==> src/rtl/pipe_hazard_ctrl.sv <==
// Stall/flush controller: per-port request tracking, response hold, stage enables.
// Optional per-port wait watchdog enabled by defining HAZARD_TIMEOUT_EN.
module pipe_hazard_ctrl #(
  parameter int NUM_STAGES  = 5,
  parameter int NUM_PORTS   = 2,
  parameter int DATA_W      = 32,
  parameter int STALL_STAGE = 2,
  parameter int FLUSH_DEPTH = 2,
  parameter int MAX_WAIT    = 255
) (
  input  logic                        clk,
  input  logic                        rst,
  input  logic [NUM_PORTS-1:0]        req,
  input  logic [NUM_PORTS-1:0]        resp,
  input  logic [NUM_PORTS*DATA_W-1:0] rdata,
  input  logic                        load_use,
  input  logic                        flush,
  output logic [NUM_PORTS-1:0]        req_ok,
  output logic [NUM_PORTS*DATA_W-1:0] held_rdata,
  output logic                        move,
  output logic [NUM_STAGES-1:0]       advance,
  output logic [NUM_STAGES-1:0]       bubble,
  output logic                        error
);

  typedef enum logic [1:0] {
    IDLE = 2'd0,
    WAIT = 2'd1,
    DONE = 2'd2
  } st_t;

  st_t               st_q   [NUM_PORTS];
  logic [DATA_W-1:0] hold_q [NUM_PORTS];
  logic [NUM_PORTS-1:0] idle;
  logic [NUM_PORTS-1:0] fin;
  logic [NUM_PORTS-1:0] tmo;

  // Global step: every port idle or finishing; never during reset.
  assign move   = rst && (&(idle | fin));
  assign req_ok = idle | {NUM_PORTS{move}};

`ifdef HAZARD_TIMEOUT_EN
  localparam int CW = $clog2(MAX_WAIT + 1);
  logic [CW-1:0] cnt_q [NUM_PORTS];
  logic          err_q;

  // Sticky error on any port watchdog expiry.
  always_ff @(posedge clk or negedge rst) begin
    if (!rst) err_q <= 1'b0;
    else if (|tmo) err_q <= 1'b1;
  end

  assign error = err_q;
`else
  wire unused_cfg = ^MAX_WAIT;
  assign tmo   = '0;
  assign error = 1'b0;
`endif

  for (genvar p = 0; p < NUM_PORTS; p++) begin : g_port
    logic [DATA_W-1:0] rd;
    assign rd   = rdata[p*DATA_W +: DATA_W];
    assign idle[p] = (st_q[p] == IDLE);
    assign fin[p]  = (st_q[p] == DONE) ||
                     ((st_q[p] == WAIT) && resp[p]);
    assign held_rdata[p*DATA_W +: DATA_W] =
      resp[p] ? rd : hold_q[p];

`ifdef HAZARD_TIMEOUT_EN
    assign tmo[p] = (st_q[p] == WAIT) && !resp[p] &&
                    (cnt_q[p] == CW'(MAX_WAIT - 1));

    // Cycles spent waiting; restarts on every fresh WAIT entry.
    always_ff @(posedge clk or negedge rst) begin
      if (!rst) cnt_q[p] <= '0;
      else if ((st_q[p] == WAIT) && !fin[p])
        cnt_q[p] <= cnt_q[p] + 1'b1;
      else cnt_q[p] <= '0;
    end
`endif

    // Port request tracker and response hold register.
    always_ff @(posedge clk or negedge rst) begin
      if (!rst) begin
        st_q[p]   <= IDLE;
        hold_q[p] <= '0;
      end else begin
        unique case (st_q[p])
          IDLE: begin
            if (req[p] && resp[p]) begin
              st_q[p]   <= DONE;
              hold_q[p] <= rd;
            end else if (req[p]) begin
              st_q[p] <= WAIT;
            end
          end
          WAIT: begin
            if (resp[p]) begin
              hold_q[p] <= rd;
              if (!move) st_q[p] <= DONE;
              else if (req[p]) st_q[p] <= WAIT;
              else st_q[p] <= IDLE;
            end else if (tmo[p]) begin
              st_q[p]   <= DONE;
              hold_q[p] <= '0;
            end
          end
          DONE: begin
            if (move) st_q[p] <= req[p] ? WAIT : IDLE;
          end
          default: st_q[p] <= IDLE;
        endcase
      end
    end
  end

  // Stage enables: flush beats load-use, both gated by move.
  always_comb begin
    advance = '0;
    bubble  = '0;
    unique case (1'b1)
      move && flush: begin
        advance = '1;
        for (int k = 0; k < NUM_STAGES; k++)
          bubble[k] = (k >= 1) && (k <= FLUSH_DEPTH);
      end
      move && !flush && load_use: begin
        for (int k = 0; k < NUM_STAGES; k++)
          advance[k] = (k >= STALL_STAGE);
        bubble[STALL_STAGE] = 1'b1;
      end
      default: advance = {NUM_STAGES{move}};
    endcase
  end

endmodule

==> config.mk <==
export PLATFORM = sky130hd
export DESIGN_NAME = pipe_hazard_ctrl
export DESIGN_NICKNAME = d
export VERILOG_FILES = /design/src/rtl/pipe_hazard_ctrl.sv
export SDC_FILE = /design/constraint.sdc
export NUM_CORES = 1
export LEC_CHECK = 0
export ABC_AREA = 1
export BUFFER_PORTS_ARGS = -buffer_cell sky130_fd_sc_hd__clkbuf_2
export CAP_MARGIN = 25
export CELL_PAD_IN_SITES_DETAIL_PLACEMENT = 0
export CELL_PAD_IN_SITES_GLOBAL_PLACEMENT = 2
export CORE_UTILIZATION = 28
export CTS_CLUSTER_DIAMETER = 30
export DETAILED_ROUTE_END_ITERATION = 8
export PLACE_DENSITY = 0.86
export SLEW_MARGIN = 0
export SYNTH_ARGS = -nofsm -noshare
export SYNTH_HDL_FRONTEND = slang
export SYNTH_SLANG_ARGS = --single-unit
==> constraint.sdc <==
create_clock -name clk -period 2.22 [get_ports clk]
set_input_delay 0.222 -clock clk [delete_from_list [all_inputs] [get_ports clk]]
set_output_delay 0.222 -clock clk [all_outputs]
set_load 0.02 [all_outputs]
; Word-level counts from Yosys, hierarchy flattened
; Cells that the tools add are included.
[totals]
output_inout_bits = 78
ramBits = 0
latch_bits = 0
memories = 0
rom_bits = 0
register_bits = 68
[classes]
n_reduce_logical = 21
shift = 0
n_mux = 23
n_addsub = 0
bitwise = 2
eq_ne = 12
mul = 0
div = 0
order_cmp = 0
[ops]
columns = operator, count
row1 = 32-bit two-way mux, 4
row2 = 32-bit case mux with 2 select lines, 2
row3 = 2-bit two-way mux, 11
row4 = 2-bit case mux with 3 select lines, 2
row5 = 5-bit case mux with 2 select lines, 1
row6 = 1-bit logical AND, 8
row7 = "2-bit inequality test, second input constant", 4
row8 = "3-bit by 2-bit inequality test with 1-bit output, second input constant", 2
row9 = 2-bit AND reduction, 3
row10 = 3-bit AND reduction, 2
row11 = "2-bit by 1-bit == test with 1-bit output, second input constant", 2
row12 = "2-bit == test, second input constant", 2
row13 = 2-bit zero test, 2
row14 = "2-bit by 1-bit inequality test with 1-bit output, second input constant", 2
row15 = 2-bit OR, 2
row16 = 2-bit nonzero test, 2
row17 = 1-bit two-way mux, 3
row18 = 1-bit logical OR, 2
row19 = 2-bit OR reduction, 1
row20 = 1-bit zero test, 1

; Depth between registers and ports, before layout
; Gate-level depths: netlist of the first run.
[depth]
ltp_word = 10
mapped_depth = 9
depth_no_buf = 8

; Worst setup path before layout of the first run
; OpenSTA, ideal clock, no wires.
[synth_timing]
path_type = reg-to-output
from = register st_q[1] (netlist bit)
to = output advance[1]
arrival_ns = 1.620
path_stages_with_launch = 7
path_slack_ns = 0.378
n_path_buf = 1
cell_sequence = dfrtp_1 nand2_1 nand3_2 nor2_4 inv_4 a21oi_1 buf_4
[synth_via]
elab_chain_cells = 9
[synth_lines]
columns = item, line
row1 = from (decl), 32  ; st_t st_q [NUM_PORTS];
row2 = "from (signal, indexed assignment)", 109  ; if (move) st_q[p] <= req[p] ? WAIT : IDLE;
row3 = 2-bit by 1-bit == test with 1-bit output, 65  ; ((st_q[p] == WAIT) && resp[p]);
row4 = 1-bit logical AND, 65
row5 = 1-bit logical OR, 64  ; assign fin[p] = (st_q[p] == DONE) ||
row6 = 2-bit OR (*), 39  ; assign move = rst && (&(idle | fin));
row7 = 2-bit AND reduction (*), 39
row8 = 1-bit logical AND (*), 39
row9 = via move, 20  ; output logic move,
row10 = 1-bit logical AND (2 in series), 127  ; move && !flush && load_use: begin
row11 = 5-bit case mux with 2 select lines (*), 121  ; unique case (1'b1)
row12 = to (decl), 21  ; output logic [NUM_STAGES-1:0] advance,
; The timed path passes the listed nets; every way through them passes the cells marked *.

; Worst setup path in the final report of the first run
[layout_timing]
from = register st_q[3] (netlist bit)
to = output advance[0]
[layout_via]
elab_chain_cells = 9
[layout_lines]
columns = item, line
row1 = 2-bit by 1-bit == test with 1-bit output, 65
row2 = 1-bit logical AND, 65
row3 = 1-bit logical OR, 64
row4 = 2-bit OR (*), 39
row5 = 2-bit AND reduction (*), 39
row6 = 1-bit logical AND (*), 39
row7 = 1-bit logical AND (2 in series), 127
row8 = 5-bit case mux with 2 select lines (*), 121
; Every way passes the cells marked *; elsewhere a longest branch is shown, timed or not.

==> run_results.csv, run 1 <==
group,metric,value,unit
clock_network,cts_resized,0,
worst_setup_path,start_kind,"flip-flop",
detailed_routing,wirelength,9500,um
clock_network,clkSlewWorstSetupHoldPaths,0.06,ns
min_path,worstHoldPathType,"in2async",
clock_network,clock-sinks,68,
finish,drive_above_1_share,28.1,%
synth,async_flop_share,100,%
placed_design,io_buffers,145,
synth,syn_area_per_cell,7.38,um^2
global_route,antenna_found_initial,0,
worst_setup_path,crit_chain,"inv_1 -> a21oi_1 -> nor2_4 -> inv_4 -> a21oi_1 -> clkbuf_2",
clock_network,cts_setup_buffers,0,
worst_setup_path,max_stage_delay,0.38,ns
synth,synth_edf_count,0,
global_route,grt_pass1_vias,3190,
global_route,grt_max_degree,69,
floorplan,core_area,12800,um^2
floorplan,start_util,29.0,%
sta,period_share,87.9,%
placed_design,placed_cell_area,4530,um^2
synth,syn_inst,501,
worst_setup_path,cp.required,2.00,ns
worst_setup_path,critPathLaunch,"st_q[3]",
detailed_routing,detail_route.wl_per_cell,11.8,um
detailed_routing,vias_per_cell,4.37,
worst_setup_path,worstPathArrival,1.73,ns
outcome,status,"completed",
detailed_routing,drcViolationCount,0,
placed_design,gp_congestion,0.740,
synth,synth-seq-cells,68,
synth,yosys.area.top_type_share,46.0,%
floorplan,ioPinCount,150,
worst_setup_path,crit_type,"reg2out",
finish,area_growth,29.8,%
finish,fin_area,4800,um^2
synth,yosys-top-cells-count,"nand2_1, o21ai_0, inv_1",
floorplan,die_w,117,um
sta,setup_violations,0,
run,maxCapViolCount,0,
synth,synth_most_common_cell,"nand2_1",
clock_network,clkLatencyLatePin,0.33,ns
sta,rsz0062_at_grt,"false",
global_route,overflow,0,
floorplan,rows,41,
sta,slew_headroom,40.5,%
power,powerDensity,1220,nW/um^2
finish,final_cells,806,
worst_setup_path,rr_endpoint,"hold_q[18]",
global_route,groute.usage.overall,14.4,%
finish,antenna_cells,0,
sta,hold_ws,0.128,ns
power,vdd_drop_max,0.368,mV
sta,hold_violations,0,
placed_design,dp_hpwl,6870,um
worst_setup_path,r2r_slack,0.58,ns
worst_setup_path,worst_path_dominant_cell_family,"buffers and inverters",
floorplan,dieArea,13700,um^2
clock_network,numCtsBuffers,9,
worst_setup_path,crit_fanout,7,
sta,layout_min_cycle_time,1.95,ns
clock_network,h-tree-depth,3,
sta,tightest_slew,0.893,ns
worst_setup_path,endpoint_kind,"output pin",
clock_network,ctsHoldBuffers,0,
clock_network,ctsLongestPathBuffers,2,
global_route,grt_pass1_wl,15200,um
floorplan,dieHeight,117,um
finish,area.sequential,1700,um^2
synth,syn-cell-area,3700,um^2
sta,tns,0,ns
worst_setup_path,worstReg2RegStart,"st_q[1]",
power,leakage,2.57,nW
clock_network,root_buffer,"clkbuf_16",
sta,fmax,0.512,GHz
detailed_routing,drtIter0Drc,176,
sta,drv_slew,0,
detailed_routing,first_pass_iters,6,
worst_setup_path,crit_top_cell,"a21oi_1",
finish,fillerInstances,1361,
worst_setup_path,setup.worst_path.end,"advance[0]",
detailed_routing,ant_nets,0,
worst_setup_path,rr_worst_depth,3,
detailed_routing,via_count,3525,
synth,synthTopCellsByArea,"dfrtp_1, nand2_1, o21ai_0",
synth,synth_area_leader_cell,"dfrtp_1",
worst_setup_path,cp_slowest_cell,"dfrtp_1",
worst_setup_path,worst-path-stages,6,
synth,ys_seq_area_share,46.0,%
finish,multi_input_area,1550,um^2
worst_setup_path,cp.buffers_inverters,3,
placed_design,dp_cells,790,
finish,nets,701,
synth,synthFlopType,"dfrtp_1",
power,power.total,0.00586,W
clock_network,cts_tree,"done",
sta,fin_skew,0.00583,ns
synth,ys.warnings.count,0,
synth,ys_types,29,
worst min path at each step:
stage,from,depth (start not counted),slack (ns),to
2_1_floorplan,rst,0,-0.07,hold_q[0]
3_3_place_gp,hold_q[33],2,0.47,hold_q[33]
3_5_place_dp,hold_q[39],2,0.47,hold_q[39]
4_1_cts,rdata[3],3,0.13,hold_q[35]
5_1_grt,rdata[10],3,0.15,hold_q[42]
6_report,rst,2,0.13,hold_q[29]
per-layer routing:
metal / track usage, % / vias up / wire length [um]
met4: 5.99 / 0 / 131
met1: 18.6 / 1568 / 4390
met2: 23.0 / 94 / 4510
li1: - / 1852 / -
met5: 0 / - / 0
met3: 3.60 / 11 / 466
where the power goes:
group / internal (W) / switching (W)
logic: 0.000826 / 0.00159
registers: 0.00184 / 0.000331
clock network: 0.000748 / 0.000529
total: 0.00341 / 0.00245
sequential cells by signal, summed over array words and instances (netlist names):
name	count
hold_q	64
st_q	4
cells in the final DEF, fill, tap and decap left out, types with 2 or more instances in the layout:
master and n:
nand2_1 161, clkbuf_2 144, o21ai_0 112, inv_1 69
dfrtp_1 68, o311ai_1 9, clkbuf_16 9, nand3_1 8
o311ai_0 8, nor2_1 6, inv_2 4, conb_1 4
clkinv_2 4, buf_4 4, a21oi_1 3, nor2_4 2
o21a_1 2, o21ai_1 2, clkinvlp_4 2, buf_12 2
through the flow:
| step | worst slack (ns) | utilization (%) |
|---|---|---|
| 2_1_floorplan | 0.378 | - |
| 3_3_place_gp | 0.582 | 35.5 |
| 3_5_place_dp | 0.520 | 35.5 |
| 4_1_cts | 0.234 | 37.6 |
| 5_1_grt | 0.0794 | 37.6 |
| 6_report | 0.268 | 37.6 |
logic make-up after synthesis:
group                  synth area share [%]
AO/OA/AOI/OAI                          22.1
buffers and inverters                  12.8
flip-flops                             46.0
AND/OR/NAND/NOR                        19.1
other                                 0.101
final cells by class:
cell class / count / area share [%]
Clock buffer: 9 / 4.69
Clock inverter: 7 / 0.912
Inverter: 74 / 5.84
Multi-Input combinational cell: 326 / 32.2
Sequential cell: 68 / 35.4
Tap cell: 172 / 4.48
Timing Repair Buffer: 150 / 16.5
Power figures use the tool's default switching activity.
==> run 2: changes to the inputs <==
- CORE_UTILIZATION: 28 -> 26
- PLACE_DENSITY: 0.86 -> 0.81
- clock period: 2.22 -> 1.8 ns (I/O delays scaled with it)
==> run_results.csv, run 2 (synthesis results as in run 1) <==
group,metric,value,unit
outcome,status,"completed",
global_route,grt_max_degree,69,
clock_network,clock-sinks,68,
worst_setup_path,start_kind,"flip-flop",
global_route,grt_pass1_vias,3327,
sta,rsz0062_at_grt,"false",
finish,layout_common_cells,"nand2_1, clkbuf_2, o21ai_0",
detailed_routing,wirelength,9710,um
floorplan,rows,43,
floorplan,ioPinCount,150,
clock_network,numCtsBuffers,9,
floorplan,dieHeight,121,um
clock_network,ctsLongestPathBuffers,2,
sta,tns,0,ns
worst_setup_path,crit_fanout,7,
detailed_routing,first_pass_iters,5,
finish,final_cells,822,
power,powerDensity,1540,nW/um^2
global_route,grt_pass1_wl,15700,um
power,vdd_drop_max,0.483,mV
finish,area.sequential,1700,um^2
floorplan,dieArea,14700,um^2
finish,area_growth,33.0,%
worst_setup_path,worstPathArrival,1.48,ns
clock_network,root_buffer,"clkbuf_16",
floorplan,die_w,121,um
finish,final_common_cell,"nand2_1",
placed_design,dp_slack,0.294,ns
floorplan,start_util,26.6,%
finish,largest_reg_flops,64,
worst_setup_path,endpoint_kind,"output pin",
placed_design,io_buffers,145,
sta,fin_skew,0.00435,ns
detailed_routing,via_count,3626,
finish,fin_util,35.4,%
detailed_routing,vias_per_cell,4.41,
detailed_routing,ant_nets,0,
finish,nets,709,
floorplan,core_area,13900,um^2
sta,slew_headroom,40.3,%
finish,multi_input_area,1550,um^2
sta,fmax,0.602,GHz
global_route,overflow,0,
sta,hold_violations,0,
run,maxCapViolCount,0,
finish,reg.largest.list,"hold_q (64), st_q (4)",
placed_design,dp_hpwl,6890,um
sta,drv_slew,0,
sta,period_share,92.2,%
clock_network,clkLatencyLatePin,0.33,ns
detailed_routing,drtIter0Drc,210,
finish,regMostFlops,"hold_q",
global_route,antenna_found_initial,0,
worst_setup_path,cp.required,1.62,ns
sta,layout_setup_ws,0.140,ns
power,leakage,2.63,nW
finish,antenna_cells,0,
sta,tightest_slew,0.896,ns
finish,fillerInstances,1489,
global_route,groute.usage.overall,13.7,%
worst_setup_path,crit_type,"reg2out",
clock_network,ctsHoldBuffers,0,
clock_network,h-tree-depth,3,
detailed_routing,detail_route.wl_per_cell,11.8,um
detailed_routing,drcViolationCount,0,
finish,drive_above_1_share,29.3,%
sta,setup_violations,0,
placed_design,gp_congestion,0.743,
sta,layout_min_cycle_time,1.66,ns
min_path,worstHoldPathType,"in2async",
clock_network,clkSlewWorstSetupHoldPaths,0.06,ns
clock_network,cts_tree,"done",
placed_design,dp_cells,802,
run 2: per-stage QoR:
stage	hold WS, ns	instance area [um^2]	power (W)
finish	0.0785	4920	0.00755
global route	0.102	4920	0.00822
CTS	0.0806	4890	0.00766
detailed placement	0.439	4570	0.00578
global placement	0.425	4570	0.00568
floorplan	-0.116	3710	0.00482
run 2: where the power goes:
part | internal [W] | switching [W]
logic | 0.00111 | 0.00202
clock network | 0.00114 | 0.000655
registers | 0.00226 | 0.000367
run 2: final cells by class:
| type | count | share of cell area (%) |
|---|---|---|
| clock buffer | 12 | 5.22 |
| clock inverter | 4 | 0.967 |
| inverter | 74 | 5.70 |
| multi-input combinational | 326 | 31.6 |
| sequential | 68 | 34.6 |
| tap | 180 | 4.58 |
| timing repair buffer | 158 | 17.4 |
run 2: path summary, 6_finish.rpt:
check	start	to	slack (ns)	cells past startpoint
setup / recovery	st_q[2]	advance[1]	0.14	6
hold / removal	rst	hold_q[23]	0.08	2
hold reg to reg	hold_q[51]	hold_q[51]	0.48	2
min in group clk	rdata[46]	hold_q[14]	0.10	3
max in group asynchronous	rst	hold_q[4]	1.12	2
setup reg to reg	st_q[0]	st_q[1]	0.33	5
run 2: metal layers:
metal / up-vias / track usage (%) / part of all wire [%]
met5: - / 0 / 0
met4: 0 / 5.32 / 1.1
met3: 6 / 3.52 / 5.3
met2: 85 / 22.8 / 50
met1: 1670 / 16.8 / 44
li1: 1865 / - / -
run 2: what timing repair did:
item / 4_1_cts / 5_1_grt
setup buffers: 2 / 2
endpoints found under the setup margin: 3 / 4
gates resized for setup: 2 / 2
pin swaps: 1 / 1
run 2: worst max-delay path, stage by stage, from the launching register on:
cell      delay (ns)
dfrtp_1         0.43
inv_2           0.12
a21oi_2         0.06
nor2_4          0.17
inv_4           0.08
a21oi_2         0.12
clkbuf_4        0.18
==> run 3: changes to the inputs <==
- ABC_AREA: 1 -> default
- CORE_UTILIZATION: 26 -> 32
==> run_results.csv, run 3 <==
group,metric,value,unit
outcome,status,"finished, violations left",
outcome,failed_checks,"DRC",
synth,synth_fa_ha_area_share,0,%
synth,synth_simple_gate_area_share,3.97,%
finish,largest_reg_flops,64,
finish,nets,486,
worst_setup_path,cp_slowest_cell,"dfrtp_2",
worst_setup_path,crit_fanout,7,
synth,synth-xor-area-share,0,%
synth,yosys.area.top_type_share,44.6,%
synth,ys_seq_area_share,44.6,%
worst_setup_path,r2r_slack,0.17,ns
finish,area_growth,32.3,%
worst_setup_path,worstPathArrival,1.55,ns
placed_design,gp_congestion,0.725,
power,power.total,0.00825,W
synth,ys.warnings.count,0,
power,leakage,2.46,nW
sta,period_share,96.2,%
finish,antenna_cells,0,
floorplan,core_area,11500,um^2
worst_setup_path,cp.required,1.62,ns
sta,layout_min_cycle_time,1.73,ns
floorplan,dieArea,12400,um^2
min_path,worstHoldPathType,"in2reg",
global_route,grt_pass1_wl,14600,um
synth,synth_top_family_by_area,"multiplexers",
finish,layout_common_cells,"clkbuf_2, mux2_2, dfrtp_1",
global_route,antenna_found_initial,0,
synth,synthTopCellsByArea,"dfrtp_1, mux2_2, mux2_4",
synth,synth_compound_area_share,3.74,%
synth,synthMuxAreaShare,42.8,%
floorplan,ioPinCount,150,
detailed_routing,first_pass_iters,5,
detailed_routing,detail_route.wl_per_cell,15.6,um
synth,async_flop_share,100,%
clock_network,clkSlewWorstSetupHoldPaths,0.06,ns
run,maxCapViolCount,0,
detailed_routing,drcViolationCount,13,
synth,synth_area_leader_cell,"dfrtp_1",
clock_network,clkLatencyLatePin,0.32,ns
synth,syn-cell-area,3810,um^2
sta,drv_slew,0,
global_route,grt_pass1_vias,2805,
detailed_routing,wirelength,8760,um
clock_network,ctsLongestPathBuffers,2,
detailed_routing,vias_per_cell,4.75,
floorplan,start_util,33.1,%
placed_design,io_buffers,145,
worst_setup_path,worst_path_dominant_cell_family,"flip-flops",
floorplan,rows,39,
worst_setup_path,cp.buffers_inverters,2,
sta,fmax,0.578,GHz
finish,final_cells,562,
synth,synth_most_common_cell,"mux2_2",
power,vdd_drop_max,0.602,mV
finish,reg.largest.list,"hold_q (64), st_q (4)",
sta,setup_violations,0,
worst_setup_path,start_kind,"flip-flop",
clock_network,clock-sinks,68,
finish,regMostFlops,"hold_q",
clock_network,h-tree-depth,3,
detailed_routing,drtIter0Drc,106,
placed_design,dp_cells,541,
synth,synthFlopType,"dfrtp_1",
floorplan,dieHeight,111,um
synth,syn_inst,259,
power,powerDensity,1630,nW/um^2
placed_design,dp_hpwl,6490,um
clock_network,root_buffer,"clkbuf_16",
synth,yosys-top-cells-count,"mux2_2, dfrtp_1, mux2_4",
finish,drive_above_1_share,76.6,%
synth,synth-seq-cells,68,
global_route,grt_max_degree,39,
worst_setup_path,crit_chain,"inv_1 -> o221a_4 -> a21boi_2 -> clkbuf_4",
detailed_routing,ant_nets,0,
synth,synth_edf_count,0,
sta,fin_skew,0.00679,ns
detailed_routing,via_count,2671,
floorplan,die_w,111,um
global_route,groute.usage.overall,15.0,%
synth,ys_types,29,
worst_setup_path,crit_type,"reg2out",
synth,syn_area_per_cell,14.7,um^2
clock_network,numCtsBuffers,9,
worst_setup_path,max_stage_delay,0.46,ns
worst_setup_path,endpoint_kind,"output pin",
clock_network,cts_tree,"done",
sta,hold_violations,0,
global_route,overflow,0,
finish,final_common_cell,"clkbuf_2",
==> run 3: worst paths after layout <==
| check | start | to | depth (start not counted) |
|---|---|---|---|
| hold / removal | rdata[5] | hold_q[37] | 2 |
| hold reg to reg | hold_q[17] | hold_q[17] | 1 |
| setup reg to reg | st_q[3] | hold_q[32] | 5 |
| setup / recovery | st_q[0] | advance[0] | 4 |
| min in group asynchronous | rst | st_q[2] | 2 |
| max in group asynchronous | rst | st_q[3] | 3 |
==> run 3: cell type report <==
cell class                 count  area (um^2)
clock buffer                  12          256
timing repair buffer         163          896
fill                        1134         6470
sequential                    68         1710
clock inverter                 4         47.5
multi-input combinational    169         1950
inverter                       3         11.3
tap                          143          179
==> run 3: timing repair <==
action | CTS | global route
resized for setup | 8 | 2
endpoints found under the hold margin | 20 | 0
pin swaps | 0 | 0
hold buffers | 1 | 0
endpoints found under the setup margin | 6 | 9
setup buffers | 3 | 1
==> run 3: worst register-to-register path: stages, from the launching register on <==
cell      delay, ns
dfrtp_2        0.39
buf_4          0.15
nand2b_4       0.16
nor2_4         0.25
buf_12         0.23
mux2_4         0.32
==> run 3: cells by family (layout without fill, tap and decap cells) <==
| family | count (synthesis) | after routing |
|---|---|---|
| DFF | 68 | 68 |
| other | 1 | 4 |
| AOI/OAI and AO/OA | 17 | 17 |
| buffers and inverters | 25 | 182 |
| muxes | 128 | 128 |
| and+or+nand+nor | 20 | 20 |
==> run 3: power breakdown <==
part	leakage (nW)	internal [W]	switching, W	total [W]
clock network	0.149	0.00114	0.000636	0.00178
logic	1.51	0.00204	0.00169	0.00373
registers	0.798	0.00232	0.000416	0.00273
total	2.46	0.00550	0.00275	0.00825
==> run 3: per-layer routing <==
layer | global-route usage, % | up-vias | wire [um]
met3 | 2.52 | 12 | 296
met2 | 26.0 | 59 | 4620
met5 | 0 | - | 0
met4 | 6.94 | 0 | 149
met1 | 18.1 | 1352 | 3690
li1 | - | 1248 | -
==> run 3: per-stage QoR <==
stage                     area (um^2)  worst slack [ns]  setup TNS [ns]  hold slack, ns  util [%]
final                            5040            0.0686               0          0.0987      43.8
after global routing             5040         -0.000396       -0.000396          0.0815      43.8
after CTS                        5040            0.0227               0          0.0844      43.7
after detailed placement         4680             0.236               0          0.0120      40.7
after global placement           4680             0.243               0          0.0141      40.7
after floorplan                  3820            0.0370               0          -0.116         -
